## config.mk

```make
export PLATFORM = sky130hd
export DESIGN_NAME = ahb3lite_interconnect_arb_slave_port
export DESIGN_NICKNAME = d
export VERILOG_FILES = /design/src/rtl/ahb3lite_interconnect_arb_slave_port.sv
export SDC_FILE = /design/constraint.sdc
export NUM_CORES = 1
export LEC_CHECK = 0
export CORE_AREA = 2 2 157 159
export CTS_CLUSTER_DIAMETER = 30
export DETAILED_ROUTE_END_ITERATION = 16
export DIE_AREA = 0 0 159 161
export SYNTH_ARGS = -nofsm -noshare
export SYNTH_HDL_FRONTEND = slang
export SYNTH_SLANG_ARGS = --single-unit
```

## constraint.sdc

```tcl
create_clock -name HCLK -period 11.24 [get_ports HCLK]
set_input_delay 2.248 -clock HCLK [delete_from_list [all_inputs] [get_ports HCLK]]
set_output_delay 2.248 -clock HCLK [all_outputs]
set_load 0.1 [all_outputs]
```

## src/rtl/ahb3lite_interconnect_arb_slave_port.sv

```systemverilog
// ahb3lite_interconnect_arb_slave_port
// One slave-side port of the AHB3-Lite multi-layer switch. It picks one of
// MASTERS requesting master ports and routes that master's address phase onto
// the slave bus. The write data of the previous accepted phase follows one
// phase later. Burst and lock boundaries are tracked locally, so ownership
// only moves where the bus protocol allows it.
// Ports:
//   HCLK, HRESETn            clock, asynchronous active-low reset
//   mstpriority              per-master priority (higher wins)
//   mstH*                    per-master address/control/write-data inputs
//   mstHRDATA/READYOUT/RESP  slave responses passed back to the masters
//   slv_H*                   slave bus driven by the current owner
//   slv_HMASTER              index of the address-phase owner
//   granted_master           one-hot grant
//   starved                  masters currently promoted by aging
module ahb3lite_interconnect_arb_slave_port #(
   parameter int HADDR_SIZE    = 32,
   parameter int HDATA_SIZE    = 32,
   parameter int MASTERS       = 3,
   parameter int PRIORITY_BITS = 3,
   parameter int ARB_MODE      = 0,
   parameter int STARVE_LIMIT  = 16
) (
   input  logic                                  HCLK,
   input  logic                                  HRESETn,
   input  logic [MASTERS-1:0][PRIORITY_BITS-1:0] mstpriority,
   input  logic [MASTERS-1:0]                    mstHSEL,
   input  logic [MASTERS-1:0][HADDR_SIZE-1:0]    mstHADDR,
   input  logic [MASTERS-1:0][HDATA_SIZE-1:0]    mstHWDATA,
   input  logic [MASTERS-1:0]                    mstHWRITE,
   input  logic [MASTERS-1:0][2:0]               mstHSIZE,
   input  logic [MASTERS-1:0][2:0]               mstHBURST,
   input  logic [MASTERS-1:0][3:0]               mstHPROT,
   input  logic [MASTERS-1:0][1:0]               mstHTRANS,
   input  logic [MASTERS-1:0]                    mstHMASTLOCK,
   input  logic [MASTERS-1:0]                    mstHREADY,
   output logic [HDATA_SIZE-1:0]                 mstHRDATA,
   output logic                                  mstHREADYOUT,
   output logic                                  mstHRESP,
   output logic                                  slv_HSEL,
   output logic [HADDR_SIZE-1:0]                 slv_HADDR,
   output logic [HDATA_SIZE-1:0]                 slv_HWDATA,
   output logic                                  slv_HWRITE,
   output logic [2:0]                            slv_HSIZE,
   output logic [2:0]                            slv_HBURST,
   output logic [3:0]                            slv_HPROT,
   output logic [1:0]                            slv_HTRANS,
   output logic                                  slv_HMASTLOCK,
   output logic                                  slv_HREADY,
   input  logic [HDATA_SIZE-1:0]                 slv_HRDATA,
   input  logic                                  slv_HREADYOUT,
   input  logic                                  slv_HRESP,
   output logic [$clog2(MASTERS)-1:0]            slv_HMASTER,
   output logic [MASTERS-1:0]                    granted_master,
   output logic [MASTERS-1:0]                    starved
);
   localparam int MW   = $clog2(MASTERS);
   localparam int NCLS = (2 ** PRIORITY_BITS) + 1;   // priority levels + promoted class
   localparam int CW   = $clog2(NCLS);
   localparam int WW   = (STARVE_LIMIT > 0) ? $clog2(STARVE_LIMIT + 1) : 1;
   localparam logic [CW-1:0] PROMO_CLS  = CW'(NCLS - 1);
   localparam logic [WW-1:0] WAIT_MAX   = WW'(STARVE_LIMIT);
   localparam logic [1:0]    TR_IDLE    = 2'b00;
   localparam logic [1:0]    TR_NONSEQ  = 2'b10;
   localparam logic [1:0]    TR_SEQ     = 2'b11;

   typedef enum logic [1:0] {OWN_OPEN = 2'b00, OWN_BURST = 2'b01, OWN_LOCKED = 2'b10} own_state_t;

   // Remaining beats after a NONSEQ of the given burst type (0 = no boundary).
   function automatic logic [3:0] burst_beats(input logic [2:0] hburst);
      case (hburst)
         3'b010, 3'b011: burst_beats = 4'd3;
         3'b100, 3'b101: burst_beats = 4'd7;
         3'b110, 3'b111: burst_beats = 4'd15;
         default:        burst_beats = 4'd0;
      endcase
   endfunction

   own_state_t              state_r, state_next_s;
   logic [MW-1:0]           master_r, data_idx_r, winner_s, cand_s;
   logic [MASTERS-1:0]      grant_r, starved_r, starved_next_s;
   logic [MASTERS-1:0]      req_s, promoted_s, member_s;
   logic [3:0]              beats_r, beats_next_s;
   logic                    first_beat_r, found_s, accept_s, switch_s, move_s;
   logic [PRIORITY_BITS-1:0] top_level_s;
   logic [CW-1:0]           cls_s;
   logic [1:0]              own_trans_s;
   logic [MW-1:0]           ptr_r [NCLS];
   logic [WW-1:0]           wait_r [MASTERS];
   logic [WW-1:0]           wait_next_s [MASTERS];

   // Request decode: selected and not IDLE.
   always_comb begin
      req_s = '0;
      for (int m = 0; m < MASTERS; m++) begin
         req_s[m] = mstHSEL[m] && (mstHTRANS[m] != TR_IDLE);
      end
   end

   // Arbitration class: promoted masters first, then top priority (or all in RR mode).
   always_comb begin
      top_level_s = '0;
      member_s    = '0;
      cls_s       = '0;
      promoted_s  = starved_r & req_s;
      for (int m = 0; m < MASTERS; m++) begin
         top_level_s = (req_s[m] && (mstpriority[m] > top_level_s)) ? mstpriority[m] : top_level_s;
      end
      if (|promoted_s) begin
         cls_s    = PROMO_CLS;
         member_s = promoted_s;
      end else if (ARB_MODE != 0) begin
         cls_s    = '0;
         member_s = req_s;
      end else begin
         cls_s = CW'(top_level_s);
         for (int m = 0; m < MASTERS; m++) begin
            member_s[m] = req_s[m] && (mstpriority[m] == top_level_s);
         end
      end
   end

   // Round-robin search inside the class, starting after its last grant.
   always_comb begin
      found_s  = 1'b0;
      winner_s = master_r;
      cand_s   = '0;
      for (int off = 1; off <= MASTERS; off++) begin
         cand_s   = MW'((int'(ptr_r[cls_s]) + off) % MASTERS);
         winner_s = (!found_s && member_s[cand_s]) ? cand_s : winner_s;
         found_s  = found_s | member_s[cand_s];
      end
   end

   // Address/control mux from the owner; the first beat after a switch is forced NONSEQ.
   always_comb begin
      own_trans_s   = mstHTRANS[master_r];
      slv_HSEL      = mstHSEL[master_r];
      slv_HADDR     = mstHADDR[master_r];
      slv_HWRITE    = mstHWRITE[master_r];
      slv_HSIZE     = mstHSIZE[master_r];
      slv_HBURST    = mstHBURST[master_r];
      slv_HPROT     = mstHPROT[master_r];
      slv_HMASTLOCK = mstHMASTLOCK[master_r];
      slv_HREADY    = mstHREADY[master_r];
      slv_HWDATA    = mstHWDATA[data_idx_r];
      if (first_beat_r && (own_trans_s == TR_SEQ)) begin
         slv_HTRANS = TR_NONSEQ;
      end else begin
         slv_HTRANS = own_trans_s;
      end
   end

   assign accept_s       = slv_HREADY && slv_HSEL;
   assign mstHRDATA      = slv_HRDATA;
   assign mstHREADYOUT   = slv_HREADYOUT;
   assign mstHRESP       = slv_HRESP;
   assign slv_HMASTER    = master_r;
   assign granted_master = grant_r;
   assign starved        = starved_r;

   // Beat counter: load on NONSEQ, count down on SEQ, hold otherwise.
   always_comb begin
      beats_next_s = beats_r;
      if (accept_s) begin
         case (slv_HTRANS)
            TR_NONSEQ: beats_next_s = burst_beats(slv_HBURST);
            TR_SEQ:    beats_next_s = (beats_r != 4'd0) ? (beats_r - 4'd1) : beats_r;
            default:   beats_next_s = beats_r;
         endcase
      end else begin
         beats_next_s = beats_r;
      end
   end

   // Ownership FSM next state; only accepted edges (slv_HREADY=1) move it.
   always_comb begin
      state_next_s = state_r;
      case (state_r)
         OWN_OPEN, OWN_BURST, OWN_LOCKED: begin
            if (!slv_HREADY) begin
               state_next_s = state_r;
            end else if (slv_HMASTLOCK) begin
               state_next_s = OWN_LOCKED;
            end else if (beats_next_s != 4'd0) begin
               state_next_s = OWN_BURST;
            end else begin
               state_next_s = OWN_OPEN;
            end
         end
         default: state_next_s = OWN_OPEN;
      endcase
   end

   assign switch_s = slv_HREADY && (state_next_s == OWN_OPEN);
   assign move_s   = switch_s && found_s;

   // Aging counters: count while requesting and not owning, saturate at the limit.
   always_comb begin
      starved_next_s = '0;
      for (int m = 0; m < MASTERS; m++) begin
         wait_next_s[m] = '0;
         if (!req_s[m] || grant_r[m]) begin
            wait_next_s[m] = '0;
         end else if (wait_r[m] != WAIT_MAX) begin
            wait_next_s[m] = wait_r[m] + WW'(1);
         end else begin
            wait_next_s[m] = wait_r[m];
         end
         starved_next_s[m] = (STARVE_LIMIT != 0) && (wait_next_s[m] == WAIT_MAX);
      end
   end

   // Grant, data-phase index, beat counter, FSM and first-beat flag.
   always_ff @(posedge HCLK or negedge HRESETn) begin
      if (!HRESETn) begin
         state_r      <= OWN_OPEN;
         master_r     <= '0;
         grant_r      <= {{(MASTERS-1){1'b0}}, 1'b1};
         data_idx_r   <= '0;
         beats_r      <= 4'd0;
         first_beat_r <= 1'b0;
      end else begin
         state_r <= state_next_s;
         beats_r <= beats_next_s;
         if (slv_HREADY) begin
            data_idx_r <= master_r;
         end
         if (move_s) begin
            master_r <= winner_s;
            grant_r  <= {{(MASTERS-1){1'b0}}, 1'b1} << winner_s;
         end
         if (move_s && (winner_s != master_r)) begin
            first_beat_r <= 1'b1;
         end else if (accept_s && slv_HTRANS[1]) begin
            first_beat_r <= 1'b0;
         end
      end
   end

   // Per-class round-robin pointers, updated only when a grant is issued.
   always_ff @(posedge HCLK or negedge HRESETn) begin
      if (!HRESETn) begin
         for (int c = 0; c < NCLS; c++) begin
            ptr_r[c] <= '0;
         end
      end else if (move_s) begin
         ptr_r[cls_s] <= winner_s;
      end
   end

   // Aging state; counts every cycle, independent of wait states.
   always_ff @(posedge HCLK or negedge HRESETn) begin
      if (!HRESETn) begin
         starved_r <= '0;
         for (int m = 0; m < MASTERS; m++) begin
            wait_r[m] <= '0;
         end
      end else begin
         starved_r <= starved_next_s;
         for (int m = 0; m < MASTERS; m++) begin
            wait_r[m] <= wait_next_s[m];
         end
      end
   end
endmodule
```

## After elaboration in Yosys (flattened, before gate mapping)

Index checks and enable logic that the tools add are counted.

| storage, ports and cells | value |
|---|---|
| register bits | 50 |
| input bits | 285 |
| output and inout port bits | 122 |

| cells by class | value |
|---|---|
| add/sub/neg operators | 7 |
| div/mod/pow operators | 3 |
| $lt $le $gt $ge | 10 |
| eq/ne operators | 21 |
| shift operators | 1 |
| multiplexer cells | 57 |
| bitwise operators | 4 |
| reductions and logical operators | 39 |

Operators with widths:

| operator | count |
|---|---|
| $bmux W32 S2 | 2 |
| $mod A32 B3 Y32 const B | 3 |
| $mux W32 | 2 |
| $mux W5 | 6 |
| $mux W2 | 11 |
| $bwmux W18 | 1 |
| $logic_and A1 B1 Y1 | 18 |
| $mux W3 | 6 |
| $mux W4 | 4 |
| $add A5 B1 Y5 const B | 3 |
| $eq A5 B5 Y1 const B | 3 |
| $lt A2 B3 Y1 const B | 5 |
| $ne A5 B5 Y1 const B | 3 |
| $bmux W1 S2 | 7 |
| $bmux W3 S2 | 2 |
| $eq A3 B3 Y1 const B | 4 |
| $pmux W4 S3 | 1 |
| $mux W1 | 10 |
| $eq A3 B3 Y1 | 3 |
| $bmux W2 S4 | 1 |
| $bmux W4 S2 | 1 |
| $demux W2 S4 | 1 |
| $eq A2 B2 Y1 const B | 4 |
| $pmux W4 S2 | 1 |
| other kinds (22) | 40 |

## Logic depth before layout (Yosys ltp)

Gate-level depths: netlist of the first run.

| logic depth | value |
|---|---|
| depth after elaboration | 26 |
| gate-level depth with buffers | 34 |
| mapped depth without buffers | 32 |

## Least setup slack after synthesis of the first run

OpenSTA, ideal clock, no wires.

| timing | value |
|---|---|
| path kind | input-to-reg |
| start | input mstHTRANS[0] (netlist bit) |
| end | register ptr_r[8] (netlist bit) |
| setup time | 125 ps |
| arrival | 8108 ps |
| setup slack | 3007 ps |
| stages | 31 |
| path buffers | 3 |
| cell sequence | o211ai_1 > ha_1 > a21oi_2 > o21a_2 > nor3_1 > or2_2 > inv_1 > ha_1 > nand2_1 > a2111oi_4 > a21oi_1 > a211oi_1 > buf_4 > nor3b_1 > a211oi_1 > o22ai_1 > nor3_1 > a21oi_1 > o21ai_0 > inv_1 > ha_1 > clkbuf_1 > inv_1 > nor2_1 > o21ai_0 > nand2_1 > a31o_2 > nand2_8 > buf_6 > nor3_4 > mux2_4 |

| on the way | value |
|---|---|
| longest elaborated chain between the ends | 24 |

Ends and longest elaborated chain:

| item | RTL line | source |
|---|---|---|
| start: declaration | 34 | `input logic [MASTERS-1:0][1:0] mstHTRANS,` |
| $reduce_bool A2 Y1 | 96 | `req_s[m] = mstHSEL[m] && (mstHTRANS[m] != TR_IDLE);` |
| $logic_and A1 B1 Y1 | 96 |  |
| $logic_and A1 B1 Y1 | 107 | `top_level_s = (req_s[m] && (mstpriority[m] > top_level_s)) ? mstpriority[m] : top_level_s;` |
| $mux W3 | 107 |  |
| $gt A3 B3 Y1 | 107 |  |
| $logic_and A1 B1 Y1 | 107 |  |
| $mux W3 | 107 |  |
| $gt A3 B3 Y1 | 107 |  |
| [8 not listed] | - |  |
| $mod A32 B3 Y32 | 129 | `cand_s = MW'((int'(ptr_r[cls_s]) + off) % MASTERS);` |
| $bmux W1 S2 | 130, 131 |  |
| $mux W1 (not written as such) | 130, 131 |  |
| $logic_not A1 Y1 / $or A1 B1 Y1 (equally long branches) | 130, 131 |  |
| $logic_and A1 B1 Y1 / $logic_not A1 Y1 (equally long branches) | 130 | `winner_s = (!found_s && member_s[cand_s]) ? cand_s : winner_s;` |
| $mux W2 / $logic_and A1 B1 Y1 (equally long branches) | 130 |  |
| $mux W2 | 130 |  |
| $bwmux W18 | 248 | `ptr_r[cls_s] <= winner_s;` |
| end signal: indexed assignment | 248 |  |
| end: declaration | 88 | `logic [MW-1:0] ptr_r [NCLS];` |

Parallel ways exist; a longest one is shown, timed or not. The select of a mux whose other input is x is not followed.
A chain may end at the register's enable or synchronous reset.

## Final worst setup path of the first run

| timing | value |
|---|---|
| start | input mstHTRANS[0] (netlist bit) |
| end | register ptr_r[10] (netlist bit) |

The elaborated chain is that of the path after synthesis.

==> results of run 1 <==
[logic make-up after synthesis]
| family | Yosys count | synth area share, % |
|---|---|---|
| and+or+nand+nor | 224 | 20.8 |
| AOI/OAI and AO/OA | 194 | 23.3 |
| muxes | 103 | 18.9 |
| buffers and inverters | 101 | 9.46 |
| DFF | 50 | 21.9 |
| adders and majority gates | 16 | 3.50 |
| xor gates and xnor gates | 14 | 2.27 |
[worst min path at each step]
| stage | from | endpoint | slack [ns] |
|---|---|---|---|
| floorplan | ptr_r[10] | ptr_r[10] | 0.46 |
| global placement | ptr_r[10] | ptr_r[10] | 0.48 |
| detailed placement | ptr_r[10] | ptr_r[10] | 0.48 |
| CTS | ptr_r[10] | ptr_r[10] | 0.50 |
| global route | ptr_r[12] | ptr_r[12] | 0.54 |
| finish | ptr_r[10] | ptr_r[10] | 0.50 |
[critical path, delay by kind of cell]
| kind | cells | cell delay (ns) |
|---|---|---|
| compound gates | 12 | 3.69 |
| simple gates | 6 | 1.15 |
| fa+ha+maj | 3 | 0.87 |
| buf+inv | 7 | 1.37 |
| mux | 1 | 0.40 |
[placed cells by master (no fill, tap or decap), drive strengths merged, types with 7 or more instances in the layout]
master and n:
o21ai 102, inv 30, mux2 20, xnor2 7, and2 8, nor3 21
mux2i 83, nand2 101, a21oi 19, xor2 7, nand3 22, o22ai 8
nor3b 7, nor2 25, ha 16, buf 21, clkdlybuf4s50 326, o211ai 12
dfrtp 49
[flip-flops by register name (all words and copies together) (netlist names)]
name / cells
ptr_r: 18
first_beat_r: 1
beats_r: 4
state_r: 2
data_idx_r: 2
slv_HMASTER: 2
starved: 3
granted_master: 3
wait_r: 15
[power by group through the flow]
stage | Sequential [mW] | Combinational [mW] | Clock, mW
2_1_floorplan | 0.305 | 1.75 | 0
3_3_place_gp | 0.280 | 2.38 | 0
3_5_place_dp | 0.280 | 2.38 | 0
4_1_cts | 0.277 | 2.39 | 0.166
5_1_grt | 0.283 | 2.50 | 0.173
6_report | 0.276 | 2.38 | 0.160
[per-stage QoR]
step | hold slack, ns | total power [mW]
5_1_grt | 0.535 | 2.96
3_3_place_gp | 0.475 | 2.66
2_1_floorplan | 0.459 | 2.05
6_report | 0.495 | 2.82
3_5_place_dp | 0.482 | 2.66
4_1_cts | 0.499 | 2.83
[metal layers]
metal,global-route usage (%),routed length [microns]
met1,26.9,12100
met2,32.8,12700
met3,14.0,4440
met4,4.88,449
met5,0,0
[cell type report]
| class | count | area (sq um) | area share (%) |
|---|---|---|---|
| Clock buffer | 5 | 125 | 1.35 |
| Antenna cell | 1 | 2.50 | 0.0270 |
| Inverter | 28 | 105 | 1.13 |
| Multi-Input combinational cell | 551 | 3940 | 42.4 |
| Tap cell | 324 | 405 | 4.37 |
| Timing Repair Buffer | 347 | 3420 | 36.8 |
| Clock inverter | 3 | 28.8 | 0.310 |
| Sequential cell | 50 | 1260 | 13.6 |
==> results.json, run 1 <==
{
  "htree_levels": 2,
  "cp-startpoint": "mstHTRANS[0]",
  "overflow": 0,
  "reg2reg_to": "ptr_r[10]",
  "dp_hpwl_microns": 24700,
  "core-area_sq_um": 24000,
  "yosys_warnings": 0,
  "dp.cells": 1300,
  "async_flop_share_pct": 100,
  "synth_top_area_cell": "dfrtp_1",
  "fin_skew_ns": 0.00733,
  "cpMaxStageDelayCell": "o21ai_0",
  "finalHoldViolCount": 0,
  "r2r_start": "starved[1]",
  "switching_power_mw": 1.93,
  "critPathMaxStageDelay_ns": 0.58,
  "synth_nets": 1003,
  "grt_max_degree": 56,
  "row_count": 57,
  "synth_top_cell_area_share_pct": 21.4,
  "powerDensity_nw_per_um2": 304,
  "post_layout_nonfiller_instances": 1309,
  "ys_seq_elements": 50,
  "clk-insertion-delay-late_ns": 0.30,
  "die_y_microns": 161,
  "synth_top_flop_cell": "dfrtp_1",
  "drive_above_1_share_pct": 9.45,
  "p_leak_nw": 3.50,
  "ys_seq_area_share_pct": 21.9,
  "nNetsFinal": 1284,
  "num-fill-cells": 2510,
  "cts_setup_buffers": 0,
  "place_ws_ns": 1.46,
  "ios": 407,
  "holdPathStages": 1,
  "critical_path.startpoint_type": "primary input",
  "die-area_sq_um": 25600,
  "fin_util_pct": 38.7,
  "port_buffers": 338,
  "start_util_pct": 23.9,
  "wl_microns": 29700,
  "fmax_ghz": 0.105,
  "critical_path.most_common_cell": "inv_1",
  "grt_pass1_vias": 6336,
  "place_congestion": 0.860,
  "syn_to_final_growth_pct": 62.0,
  "antenna_found_initial": 2,
  "wl_per_cell_microns": 22.7,
  "worst_setup_path_end_kind": "flop",
  "switching_share_pct": 68.3,
  "peakVddDrop_mv": 0.342,
  "timing.reg2reg.setup_slack_ns": 6.33,
  "first_pass_iters": 5,
  "yosys.cell_types.count": 83,
  "yosysMostFrequentCell": "nand2_1",
  "postPlaceCellArea_sq_um": 9120,
  "postCtsHoldBufs": 0,
  "cts_tree": "done",
  "grtUsageTotal_pct": 22.1,
  "setup_slack_ns": 1.68,
  "drt_iter0_drc": 388,
  "comb_power_share_pct": 84.6,
  "cts_buffers": 5,
  "antenna_left": 0,
  "vias": 6361,
  "yosys-top-cells-area": "dfrtp_1 (21%), mux2i_1 (14%), o21ai_0 (8.0%), nand2_1 (6.5%), buf_4 (5.1%)",
  "hold_class": "flop to flop",
  "fin_crit_ns": 9.56,
  "setup_tns_ns": 0,
  "synth_common_cells": "nand2_1 (99), o21ai_0 (92), mux2i_1 (82)",
  "seqPwrFrac_pct": 9.8,
  "drv_slew": 0,
  "critPathArrivalTime_ns": 9.74,
  "postCtsResizedCells": 0,
  "required_ns": 11.42,
  "avgSynthCellArea_sq_um": 8.16,
  "drv_cap": 0,
  "internal-power_mw": 0.895,
  "run_status": "finished, final reports clean",
  "cts_sinks": 50,
  "fin_crit_sh_pct": 85.1,
  "root_buffer": "clkbuf_16",
  "grt_pass1_wl_microns": 42200,
  "route.detailed.drc": 0,
  "critical_path_class": "primary input to flop",
  "fp.dieW_microns": 159,
  "grt_setup_unrepaired": "false",
  "synth_cells": 702,
  "avgViaCountPerCell": 4.86,
  "worstSetupEndpoint": "ptr_r[10]",
  "clkPwrFrac_pct": 5.7,
  "clk_path_buf_depth": 2,
  "syn_area_sq_um": 5730,
  "clkSlewWorstSetupHoldPaths_ns": 0.07,
  "reg2reg_depth": 16,
  "synth_edf_count": 0,
  "cp_max_fo": 15,
  "tightest_slew_ns": 1.23,
  "setup_viol": 0,
  "design_area_sq_um": 9280,
  "max_slew_margin_pct": 17.8
}
Note: power is estimated with default switching activity, not from simulation.
==> inputs of run 2 (changes only) <==
==> constraint.sdc (replaced) <==
create_clock -name HCLK -period 11.24 [get_ports HCLK]
set_input_delay 1.686 -clock HCLK [delete_from_list [all_inputs] [get_ports HCLK]]
set_output_delay 1.686 -clock HCLK [all_outputs]
set_load 0.1 [all_outputs]
==> results.json, run 2 (same netlist as run 1, synthesis figures left out) <==
{
  "run_status": "finished, final reports clean",
  "port_buffers": 338,
  "comb_power_share_pct": 83.9,
  "clk-insertion-delay-late_ns": 0.30,
  "antenna_found_initial": 5,
  "drv_slew": 0,
  "path_delay_family": "compound AO/OA/AOI/OAI gates",
  "seqPwrFrac_pct": 9.8,
  "grtUsageTotal_pct": 22.1,
  "mostFrequentLayoutCell": "clkdlybuf4s50_1",
  "clk_path_buf_depth": 2,
  "row_count": 57,
  "critPathArrivalTime_ns": 9.10,
  "grt_pass1_wl_microns": 42100,
  "cp-startpoint": "mstHTRANS[0]",
  "fmax_ghz": 0.112,
  "internal-power_mw": 0.913,
  "post_layout_nonfiller_instances": 1309,
  "critical_path.startpoint_type": "primary input",
  "first_pass_iters": 5,
  "num-fill-cells": 2461,
  "hold_class": "flop to flop",
  "syn_to_final_growth_pct": 62.3,
  "switching_share_pct": 67.8,
  "fin_crit_ns": 8.92,
  "grt_pass1_vias": 6414,
  "postCtsHoldBufs": 0,
  "setup_viol": 0,
  "grt_max_degree": 56,
  "critical_path.most_common_cell": "inv_1",
  "postCtsResizedCells": 0,
  "antenna_left": 0,
  "required_ns": 11.42,
  "place_ws_ns": 2.07,
  "drt_iter0_drc": 381,
  "wl_microns": 29500,
  "finalPower_mw": 2.83,
  "root_buffer": "clkbuf_16",
  "max_slew_margin_pct": 17.7,
  "regMostFlops": "ptr_r",
  "cts_tree": "done",
  "fin_skew_ns": 0.00414,
  "tightest_slew_ns": 1.23,
  "place_congestion": 0.877,
  "cts_sinks": 50,
  "drv_cap": 0,
  "die-area_sq_um": 25600,
  "p_leak_nw": 3.50,
  "ios": 407,
  "cts_buffers": 5,
  "die_y_microns": 161,
  "dp_hpwl_microns": 24500,
  "avgViaCountPerCell": 4.90,
  "powerDensity_nw_per_um2": 305,
  "route.detailed.drc": 0,
  "r2r_start": "starved[1]",
  "clkSlewWorstSetupHoldPaths_ns": 0.07,
  "fin_util_pct": 38.8,
  "peakVddDrop_mv": 0.354,
  "largestRegisters": "ptr_r: 18 flops, wait_r: 15 flops, beats_r: 4 flops",
  "cpMaxStageDelayCell": "o21ai_0",
  "crit_buf_inv": 6,
  "fp.dieW_microns": 159,
  "setup_tns_ns": 0,
  "vias": 6419,
  "grt_setup_unrepaired": "false",
  "cts_setup_buffers": 0,
  "fin_crit_sh_pct": 79.4,
  "largest_register_ff_count": 18,
  "critPathMaxStageDelay_ns": 0.57,
  "critical_path_class": "primary input to flop",
  "start_util_pct": 23.9,
  "core-area_sq_um": 24000,
  "dp.cells": 1299,
  "htree_levels": 2,
  "switching_power_mw": 1.92,
  "nNetsFinal": 1283,
  "clkPwrFrac_pct": 6.3,
  "setup_slack_ns": 2.32,
  "overflow": 0,
  "finalHoldViolCount": 0,
  "wl_per_cell_microns": 22.6,
  "min-delay-start": "ptr_r[10]",
  "drive_above_1_share_pct": 9.36,
  "final_cell_mix": "clkdlybuf4s50_1 (326), nand2_1 (99), o21ai_0 (92), mux2i_1 (82), dfrtp_1 (46)",
  "cp_max_fo": 15,
  "worst_setup_path_end_kind": "flop"
}
-- run 2: cell types whose count changed in the layout (fill, tap and decap cells not counted), sizes merged --
cell | before | now
bufinv | 0 | 1
inv | 30 | 29
buf | 21 | 20
diode | 1 | 2
-- run 2: path summary, 6_finish.rpt --
| path | end | slack [ns] | depth (start not counted) |
|---|---|---|---|
| max | ptr_r[10] | 2.32 | 29 |
| min | ptr_r[10] | 0.50 | 1 |
| max reg2reg | ptr_r[10] | 6.28 | 16 |
| min reg2reg | ptr_r[10] | 0.50 | 1 |
| max in group asynchronous | slv_HMASTER[1] | 9.24 | 2 |
| min in group asynchronous | wait_r[13] | 1.49 | 2 |
-- run 2: routing by layer --
layer,wire [microns],GRT usage [%]
met4,590,6.40
met2,12500,32.1
met1,11900,26.8
met5,13,0
met3,4500,14.1
-- run 2: cell type report --
type                    count  area, sq um  share of cell area, %
multi-input cells         551         3940                   42.3
repair buffers            346         3410                   36.7
flip-flops and latches     50         1260                   13.5
well taps                 324          405                   4.36
clock buffers               5          125                   1.35
inverters                  28          105                   1.13
clock inverters             3         47.5                  0.512
diodes                      2         5.00                 0.0539
-- run 2: power by group through the flow --
stage	Clock, mW	Combinational, mW	Sequential [mW]
after detailed placement	0	2.38	0.280
final	0.180	2.37	0.277
after CTS	0.185	2.39	0.277
after global routing	0.193	2.49	0.284
after global placement	0	2.38	0.280
after floorplan	0	1.75	0.305
-- run 2: per-stage QoR --
step / cell area (sq um) / hold WS (ns)
6_report: 9290 / 0.499
5_1_grt: 9290 / 0.527
4_1_cts: 9290 / 0.501
3_5_place_dp: 9110 / 0.476
3_3_place_gp: 9110 / 0.472
2_1_floorplan: 5730 / 0.459
